`config.mk`:
```
export PLATFORM = sky130hd
export DESIGN_NAME = mem_arbiter
export DESIGN_NICKNAME = d
export VERILOG_FILES = /design/src/rtl/mem_arbiter.sv
export SDC_FILE = /design/constraint.sdc
export NUM_CORES = 1
export LEC_CHECK = 0
export BUFFER_PORTS_ARGS = -buffer_cell sky130_fd_sc_hd__buf_2
export CORE_MARGIN = 4
export CORE_UTILIZATION = 45
export DETAILED_ROUTE_END_ITERATION = 8
export PLACE_DENSITY = 0.8
export REMOVE_ABC_BUFFERS = 1
export SYNTH_ARGS = -nofsm -noshare
export SYNTH_HDL_FRONTEND = slang
export SYNTH_SLANG_ARGS = --single-unit
```
`constraint.sdc`:
```
create_clock -name clk -period 1.6 [get_ports clk]
set_input_delay 0 -clock clk [delete_from_list [all_inputs] [get_ports clk]]
set_output_delay 0 -clock clk [all_outputs]
set_load 0.02 [all_outputs]
```
`src/rtl/mem_arbiter.sv`:
```
// Round-robin arbiter that shares one fixed-latency memory between an
// instruction-fetch port (0) and a load/store port (1).
module mem_arbiter #(
  parameter int ADDR_WIDTH  = 32,
  parameter int DATA_WIDTH  = 32,
  parameter int MEM_LATENCY = 1
) (
  input  logic                  clk,
  input  logic                  rst_n,
  input  logic                  p0_req_i,
  input  logic                  p0_we_i,
  input  logic [ADDR_WIDTH-1:0] p0_addr_i,
  input  logic [DATA_WIDTH-1:0] p0_wdata_i,
  output logic                  p0_ack_o,
  input  logic                  p1_req_i,
  input  logic                  p1_we_i,
  input  logic [ADDR_WIDTH-1:0] p1_addr_i,
  input  logic [DATA_WIDTH-1:0] p1_wdata_i,
  output logic                  p1_ack_o,
  output logic [DATA_WIDTH-1:0] rdata_o,
  output logic                  grant_o,
  output logic                  busy_o,
  output logic                  mem_en_o,
  output logic                  mem_we_o,
  output logic [ADDR_WIDTH-1:0] mem_addr_o,
  output logic [DATA_WIDTH-1:0] mem_wdata_o,
  input  logic [DATA_WIDTH-1:0] mem_rdata_i
);

  localparam int CNT_W = (MEM_LATENCY < 1) ? 1 : $clog2(MEM_LATENCY + 1);
  localparam logic [CNT_W-1:0] CNT_LAST = CNT_W'(MEM_LATENCY - 1);

  localparam logic [1:0] S_IDLE = 2'd0;
  localparam logic [1:0] S_BUSY = 2'd1;
  localparam logic [1:0] S_DONE = 2'd2;

  logic [1:0]            state_q, state_d;
  logic [CNT_W-1:0]      cnt_q, cnt_d;
  logic                  we_q, we_d;
  logic [ADDR_WIDTH-1:0] addr_q, addr_d;
  logic [DATA_WIDTH-1:0] wdata_q, wdata_d;
  logic [DATA_WIDTH-1:0] rdata_q, rdata_d;
  logic                  grant_q, grant_d;
  logic                  last_grant_q, last_grant_d;
  logic                  winner;

  // Contention goes to the port not served last; a lone requester always wins.
  assign winner = (p0_req_i && p1_req_i) ? ~last_grant_q : ~p0_req_i;

  always_comb begin
    state_d      = state_q;
    cnt_d        = cnt_q;
    we_d         = we_q;
    addr_d       = addr_q;
    wdata_d      = wdata_q;
    rdata_d      = rdata_q;
    grant_d      = grant_q;
    last_grant_d = last_grant_q;
    case (state_q)
      S_IDLE: begin
        if (p0_req_i || p1_req_i) begin
          state_d      = S_BUSY;
          cnt_d        = '0;
          grant_d      = winner;
          last_grant_d = winner;
          we_d         = winner ? p1_we_i    : p0_we_i;
          addr_d       = winner ? p1_addr_i  : p0_addr_i;
          wdata_d      = winner ? p1_wdata_i : p0_wdata_i;
        end
      end
      S_BUSY: begin
        if (cnt_q == CNT_LAST) begin
          state_d = S_DONE;
          if (!we_q) rdata_d = mem_rdata_i;
        end else begin
          cnt_d = cnt_q + CNT_W'(1);
        end
      end
      S_DONE:  state_d = S_IDLE;
      default: state_d = S_IDLE;
    endcase
  end

  always_ff @(posedge clk) begin
    if (!rst_n) begin
      state_q      <= S_IDLE;
      cnt_q        <= '0;
      we_q         <= 1'b0;
      addr_q       <= '0;
      wdata_q      <= '0;
      rdata_q      <= '0;
      grant_q      <= 1'b0;
      last_grant_q <= 1'b1;
    end else begin
      state_q      <= state_d;
      cnt_q        <= cnt_d;
      we_q         <= we_d;
      addr_q       <= addr_d;
      wdata_q      <= wdata_d;
      rdata_q      <= rdata_d;
      grant_q      <= grant_d;
      last_grant_q <= last_grant_d;
    end
  end

  assign mem_en_o    = (state_q == S_BUSY);
  assign mem_we_o    = (state_q == S_BUSY) && we_q;
  assign mem_addr_o  = addr_q;
  assign mem_wdata_o = wdata_q;
  assign rdata_o     = rdata_q;
  assign grant_o     = grant_q;
  assign busy_o      = (state_q != S_IDLE);
  assign p0_ack_o    = (state_q == S_DONE) && !grant_q;
  assign p1_ack_o    = (state_q == S_DONE) &&  grant_q;

endmodule

```
### After elaboration in Yosys (flattened, before gate mapping)

Index checks and enable logic that the tools add are counted.

* register bits: 102
* bits in latches: 0
* bits in writable memories: 0
* memory bits (read-only): 0
* bits of input ports: 166
* output and inout bits: 102
* logic and storage cells: 40
* memories kept: 0

* $add $sub $neg: 1
* multipliers: 0
* div/mod/pow operators: 0
* magnitude comparators: 0
* equal/unequal tests: 4
* shifts and indexed selects: 0
* mux-type cells: 10
* bitwise gates (word level): 4
* reduce and logical (&&, ||, !) cells: 13

Operators by type and width (count)
* $mux 32: 2
* $reduce_and 2->1: 3
* $logic_and 1x1->1: 4
* $mux 1: 4
* $mux 2: 2
* $ne 2x2->1 const B: 2
* $not 1->1: 4
* $pmux 2 s2: 1
* $reduce_bool 2->1: 2
* $reduce_and 3->1: 1
* $eq 2x1->1 const B: 1
* $eq 2x2->1 const B: 1
* $logic_not 2->1: 1
* $pmux 1 s2: 1
* $add 1x1->1 const B: 1
* $logic_not 1->1: 1
* $logic_or 1x1->1: 1

### Depth between registers and ports, before layout

Gate-level depths: netlist of run 1.

* depth in word-level cells: 3
* mapped depth: 6
* mapped depth without buffers: 4

### Worst setup path before layout of run 1

OpenSTA, ideal clock, no wires.

* path type: register to register
* start: register state_q[1]
* end: register wdata_q[25] (netlist: mem_wdata_o[25])
* library setup time: 0.122 ns
* arrival: 1.200 ns
* required time: 1.478 ns
* setup slack: 0.279 ns
* cell stages (with the launch flop): 7
* buffers on the path: 2
* clock period less this slack: 1.321 ns
* path through: dfxtp_1 > nor2_4 > inv_2 > buf_2 > buf_2 > o21bai_1 > o311a_1

* word-level cells in the longest chain between the ends: 2

RTL lines
* from (decl): RTL line 37 `logic [1:0] state_q, state_d;`
* from (signal assigned): RTL line 95 `state_q <= state_d;`
* $logic_not 2->1: RTL line 59 `case (state_q)`
* $reduce_and 2->1 (no line)
* to (signal assigned): RTL line 99 `wdata_q <= wdata_d;`
* to (decl): RTL line 41 `logic [DATA_WIDTH-1:0] wdata_q, wdata_d;`

Every way passes these cells.
A chain may end at the register's enable or synchronous reset.

### Worst setup path in the final report of run 1

* start: register last_grant_q
* end: register wdata_q[30] (netlist: mem_wdata_o[30])

* word-level cells in the longest chain between the ends: 3

RTL lines
* from (decl): RTL line 44 `logic last_grant_q, last_grant_d;`
* from (signal assigned): RTL line 102 `last_grant_q <= last_grant_d;`
* $not 1->1: RTL line 48 `assign winner = (p0_req_i && p1_req_i) ? ~last_grant_q : ~p0_req_i;`
* $mux 1: RTL line 48
* $mux 32: RTL line 68 `wdata_d = winner ? p1_wdata_i : p0_wdata_i;`

Every way passes these cells.

==> results of run 1 <==
==> per-stage QoR <==
stage / hold WS [ns] / utilization (%) / setup TNS, ns
after global placement: 0.240 / 59.1 / 0
after detailed placement: 0.245 / 59.1 / 0
after CTS: 0.00183 / 65.2 / 0
final: 0.0247 / 65.6 / 0
after floorplan: 0.122 / - / -29.31
after global routing: 0.0112 / 65.6 / 0
==> routing by layer <==
| layer | wire length [um] | part of all wire [%] |
|---|---|---|
| met3 | 1670 | 9.7 |
| met1 | 6740 | 39 |
| met4 | 366 | 2.1 |
| met5 | 13 | 0.076 |
| met2 | 8380 | 49 |
==> what timing repair did <==
| action | 4_1_cts | 5_1_grt |
|---|---|---|
| setup endpoints to repair | 0 | 8 |
| hold endpoints to repair | 47 | 0 |
| resized for setup | 0 | 2 |
| hold buffers | 47 | 0 |
==> worst max-delay path, cell delays in order, from the launching register on <==
cell and delay [ns]:
dfxtp_1 0.35, nand2b_4 0.25, buf_12 0.21, a311o_1 0.36, o221a_1 0.22
==> Yosys cell counts <==
library cell	instances
nor3b_1	1
o211a_1	1
nor2b_1	1
a21bo_1	1
a21boi_0	48
nor2_2	1
and2_1	3
a311o_1	17
clkbuf_2	3
or3b_1	1
nand2b_2	1
nand2_1	64
nor3b_2	1
o21ai_2	1
nand3_1	1
and3b_1	1
inv_2	1
o221a_1	17
and3_1	48
buf_2	24
buf_6	4
o311a_1	48
clkbuf_1	25
dfxtp_1	101
o21bai_1	49
buf_1	3
nor2_4	2
buf_4	7
a21boi_1	49
==> worst min path at each step <==
stage / to / slack, ns / depth (start not counted)
floorplan: state_q[0]$_SDFFE_PN0P_ / 0.12 / 1
global placement: rdata_o[1]$_SDFFE_PN0P_ / 0.24 / 3
finish: mem_addr_o[30]$_SDFFE_PN0P_ / 0.02 / 3
CTS: mem_addr_o[29]$_SDFFE_PN0P_ / 0.002 / 3
detailed placement: rdata_o[16]$_SDFFE_PN0P_ / 0.24 / 3
global route: mem_addr_o[13]$_SDFFE_PN0P_ / 0.01 / 3
==> area by class of cell <==
type,count,share of cell area [%]
repair buffers,333,29.2
inverters,1,0.0528
multi-input cells,357,37.1
flip-flops and latches,101,28.4
clock inverters,3,0.633
clock buffers,13,2.09
well taps,140,2.46
==> cells by family (layout without fill, tap and decap cells) <==
logic type / count (synthesis) / count (layout) / share of synthesized area (%)
AND/OR/NAND/NOR: 125 / 126 / 13.0
flip-flops: 101 / 101 / 40.6
AO/OA/AOI/OAI: 231 / 231 / 39.5
buffers and inverters: 67 / 350 / 6.86
==> flip-flops by register name, summed over array words and instances, names as in the netlist <==
name	flops
mem_addr_o	32
grant_o	1
state_q	2
we_q	1
mem_wdata_o	32
last_grant_q	1
rdata_o	32
==> power groups by stage <==
stage          combinational [mW]  sequential [mW]  clock [mW]
2_1_floorplan               0.727             3.23           0
3_3_place_gp                 1.78             2.94           0
3_5_place_dp                 1.83             2.95           0
4_1_cts                      1.92             2.90        1.67
5_1_grt                      2.11             2.93        1.78
6_report                     1.95             2.90        1.62
==> cell usage in the layout, fill, tap and decap left out, drive strengths merged <==
cell type / instances
nand2b: 2
a311o: 17
and3: 48
o221a: 17
bufinv: 1
o211a: 1
dfxtp: 101
and2: 3
o21bai: 49
a21bo: 1
dlygate4sd3: 47
nand3: 1
buf: 285
or3b: 1
o311a: 48
nor3b: 2
o21ai: 1
nand2: 64
clkinvlp: 2
and3b: 1
a21boi: 97
clkbuf: 14
inv: 1
nor2b: 1
nor2: 3
==> flow_summary.json, run 1 <==
{
  "outcome": "finished, final reports clean",
  "rows": 38,
  "wl_um": 17200,
  "ys_warn_count": 0,
  "r2r_end": "mem_wdata_o[30]$_SDFFE_PN0P_",
  "finalSetupViolCount": 0,
  "dp.cells": 883,
  "die_w_um": 113,
  "slew_viol_final": 0,
  "syn_inst": 524,
  "cts_buffer_depth": 2,
  "rrSetupSlack_ns": 0.10,
  "finalWorstSetupSlack_ns": 0.104,
  "ir_drop_mv": 0.510,
  "fin_area_um2": 7110,
  "worstSetupStartpointType": "flop",
  "routed_via_density": 5.73,
  "ys_types": 29,
  "slew_headroom_pct": 67.8,
  "start_util_pct": 45.9,
  "p_total_mw": 6.47,
  "clockRootBuffer": "clkbuf_8",
  "finalCritPeriodShare_pct": 93.5,
  "dpl.hpwl_um": 11200,
  "final_cells": 948,
  "endpoint": "mem_wdata_o[30]$_SDFFE_PN0P_",
  "drcViolationCount": 0,
  "timing.fmax_mhz": 669,
  "place_ws_ns": 0.113,
  "switching_power_mw": 2.04,
  "fin_crit_ns": 1.50,
  "gp_congestion": 0.836,
  "ys_seq_area_share_pct": 40.6,
  "placed_area_um2": 6400,
  "hold_class": "in2reg",
  "p_clk_share_pct": 25.0,
  "drt-pass1-iter-count": 6,
  "grtUsageMet1_pct": 29.5,
  "rsz0062_at_grt": "false",
  "gr-usage-met2_pct": 45.0,
  "core_area_um2": 10800,
  "worstPathArrival_ns": 1.74,
  "grt_max_degree": 102,
  "ys_ff_latch": 101,
  "ant_nets": 0,
  "rr_worst_depth": 4,
  "wire_per_inst_um": 18.1,
  "final_nets": 969,
  "seq_power_share_pct": 44.8,
  "cts_setup_buffers": 0,
  "synthToLayoutAreaGrowth_pct": 43.0,
  "critPathLaunch": "last_grant_q$_SDFFE_PN1P_",
  "seq_area_um2": 2020,
  "multi_input_area_um2": 2640,
  "yosys-top-cells-area": "dfxtp_1, o311a_1, a21boi_1",
  "clk_latency_ns": 0.35,
  "met3_usage_pct": 6.58,
  "finalHoldViolCount": 0,
  "antenna_cells": 0,
  "h-tree-depth": 3,
  "p_int_mw": 4.43,
  "r2r_start": "last_grant_q$_SDFFE_PN1P_",
  "drv_cap": 0,
  "cts_made_buffers": 9,
  "fin_skew_ns": 0.0104,
  "dieHeight_um": 113,
  "syn_area_um2": 4980,
  "grt_usage_pct": 25.4,
  "drtIter0Drc": 432,
  "die_area_um2": 12800,
  "vias": 5434,
  "syn_area_per_cell_um2": 9.50,
  "io_buffers": 267,
  "grt_pass1_vias": 5420,
  "antenna_found_initial": 1,
  "yosysTopAreaCellShare_pct": 40.6,
  "switching_share_pct": 31.6,
  "overflow": 0,
  "yosysTopAreaCell": "dfxtp_1",
  "worst-path-max-fanout": 31,
  "ios": 268,
  "cts_tree": "built",
  "p_leak_nw": 3.52,
  "power.density_nw_per_um2": 909,
  "path_class": "reg2reg",
  "min_from": "p0_addr_i[30]",
  "fill_cells": 827,
  "worst_slew_pin_slew_ns": 0.482,
  "cts_num_sinks": 101,
  "grt_pass1_wl_um": 26800,
  "drive_gt1_share_pct": 38.0,
  "crit_required_ns": 1.84,
  "gr-max-usage-layer": "met2",
  "cp-end-kind": "flop",
  "pwr-share-comb_pct": 30.2,
  "clk_pin_slew_ns": 0.10
}
(Power assumes the default switching activity.)
==> inputs of run 2 (changes only) <==
==> constraint.sdc (replaced) <==
create_clock -name clk -period 1.6 [get_ports clk]
set_input_delay 0.24 -clock clk [delete_from_list [all_inputs] [get_ports clk]]
set_output_delay 0.24 -clock clk [all_outputs]
set_load 0.02 [all_outputs]
==> run 2 against run 1 <==
- sequential share of layout area rose by 1.7 points
- fmax is 2.0% lower
- count of clock-buffer cells in the layout is 3 lower
- register-to-register slack about the same
- flip-flop and latch count unchanged
- clock power is 18% higher
==> flow_summary.json, run 2 (synthesis gave the netlist of run 1 again) <==
{
  "outcome": "finished, final reports clean",
  "wire_per_inst_um": 17.5,
  "rr_worst_depth": 5,
  "gp_congestion": 0.839,
  "cp-end-kind": "output port",
  "h-tree-depth": 3,
  "cts_made_buffers": 9,
  "antenna_cells": 0,
  "drtIter0Drc": 360,
  "timing.fmax_mhz": 655,
  "ios": 268,
  "finalWorstSetupSlack_ns": 0.0734,
  "p_leak_nw": 3.38,
  "grt_max_degree": 102,
  "ir_drop_mv": 0.612,
  "crit_buf_inv": 2,
  "io_buffers": 267,
  "routed_via_density": 5.68,
  "worstSetupStartpointType": "flop",
  "dpl.hpwl_um": 11400,
  "most-common-layout-cells": "buf_2, dfxtp_1, nand2_1",
  "cp_cell_sequence": "buf_4, nor2b_4, and2_4, buf_6",
  "wl_um": 15900,
  "worst_slew_pin_slew_ns": 0.488,
  "clockRootBuffer": "clkbuf_8",
  "start_util_pct": 45.9,
  "grt_pass1_vias": 5028,
  "slew_headroom_pct": 67.4,
  "final_nets": 927,
  "die_area_um2": 12800,
  "crit_family": "flip-flops",
  "fin_crit_ns": 1.53,
  "cts_tree": "built",
  "placed_area_um2": 6410,
  "drv_cap": 0,
  "power.density_nw_per_um2": 995,
  "grt_pass1_wl_um": 24600,
  "path_class": "reg2out",
  "finalCritPeriodShare_pct": 95.4,
  "vias": 5143,
  "whs_path_depth": 3,
  "core_area_um2": 10800,
  "dieHeight_um": 113,
  "worst-path-max-fanout": 5,
  "drt-pass1-iter-count": 8,
  "clk_latency_ns": 0.36,
  "drcViolationCount": 0,
  "place_ws_ns": 0.0774,
  "antenna_found_initial": 0,
  "whs_ns": 0.108,
  "finalHoldViolCount": 0,
  "clk_pin_slew_ns": 0.10,
  "cp_num_cells": 4,
  "switching_share_pct": 30.7,
  "worstPathArrival_ns": 1.29,
  "slew_viol_final": 0,
  "p_clk_share_pct": 28.6,
  "rsz0062_at_grt": "false",
  "grt_usage_pct": 23.3,
  "cts_buffer_depth": 2,
  "switching_power_mw": 2.05,
  "ant_nets": 0,
  "fin_area_um2": 6710,
  "overflow": 0,
  "pwr-share-comb_pct": 28.0,
  "fin_skew_ns": 0.0141,
  "crit_required_ns": 1.36,
  "drive_gt1_share_pct": 41.6,
  "synthToLayoutAreaGrowth_pct": 34.9,
  "finalSetupViolCount": 0,
  "seq_power_share_pct": 43.3,
  "die_w_um": 113,
  "p_int_mw": 4.63,
  "rows": 38,
  "final_common_cell": "buf_2",
  "ctsHoldBuffers": 0,
  "cts_num_sinks": 101,
  "slowest_stage": "dfxtp_2",
  "max_stage_delay_ns": 0.36,
  "hold_class": "in2reg"
}
run 2: stage by stage:
step | util [%] | TNS [ns] | cells | power, mW
finish | 61.9 | 0 | 905 | 6.68
floorplan | - | -33.94 | 458 | 3.96
global placement | 59.2 | 0 | 886 | 4.74
CTS | 61.6 | 0 | 902 | 6.69
global route | 61.9 | 0 | 905 | 6.98
detailed placement | 59.2 | 0 | 886 | 4.79
run 2: per-layer routing:
layer	vias to the layer above	track usage, %	part of all wire, %	routed length [um]
met3	39	6.04	9.2	1460
met5	-	0	0	0
li1	2448	-	-	-
met1	2391	27.1	40	6350
met2	265	40.8	48	7620
met4	0	9.29	2.8	439
run 2: worst min-delay path: stages:
cell,delay [ns]
buf_2,0.09
nand2_1,0.05
a21boi_1,0.05
run 2: repair_timing:
item,CTS,global route
resized for setup,8,7
setup buffers,1,2
endpoints found under the setup margin,4,4
cloned,0,1
pin swaps,1,1
run 2: final timing paths:
check,from,endpoint,slack [ns]
hold reg to reg,rdata_o[13]$_SDFFE_PN0P_,rdata_o[13]$_SDFFE_PN0P_,0.45
setup / recovery,state_q[0]$_SDFFE_PN0P_,mem_we_o,0.07
setup reg to reg,state_q[1]$_SDFFE_PN0P_,mem_wdata_o[4]$_SDFFE_PN0P_,0.09
hold / removal,mem_rdata_i[16],rdata_o[16]$_SDFFE_PN0P_,0.11
run 2: power by group through the flow:
stage               combinational (mW)  clock (mW)  sequential [mW]
floorplan                        0.727           0             3.23
global placement                  1.79           0             2.95
detailed placement                1.84           0             2.95
CTS                               1.86        1.94             2.90
global route                      2.03        2.03             2.92
finish                            1.87        1.91             2.89
run 2: final cells by class:
cell class	instances	area, um^2
Fill cell	925	4130
Multi-Input combinational cell	356	2650
Sequential cell	101	2020
Timing Repair Buffer	291	1620
Tap cell	140	175
Clock buffer	10	128
Clock inverter	5	100
Inverter	1	11.3
Timing Repair inverter	1	6.26
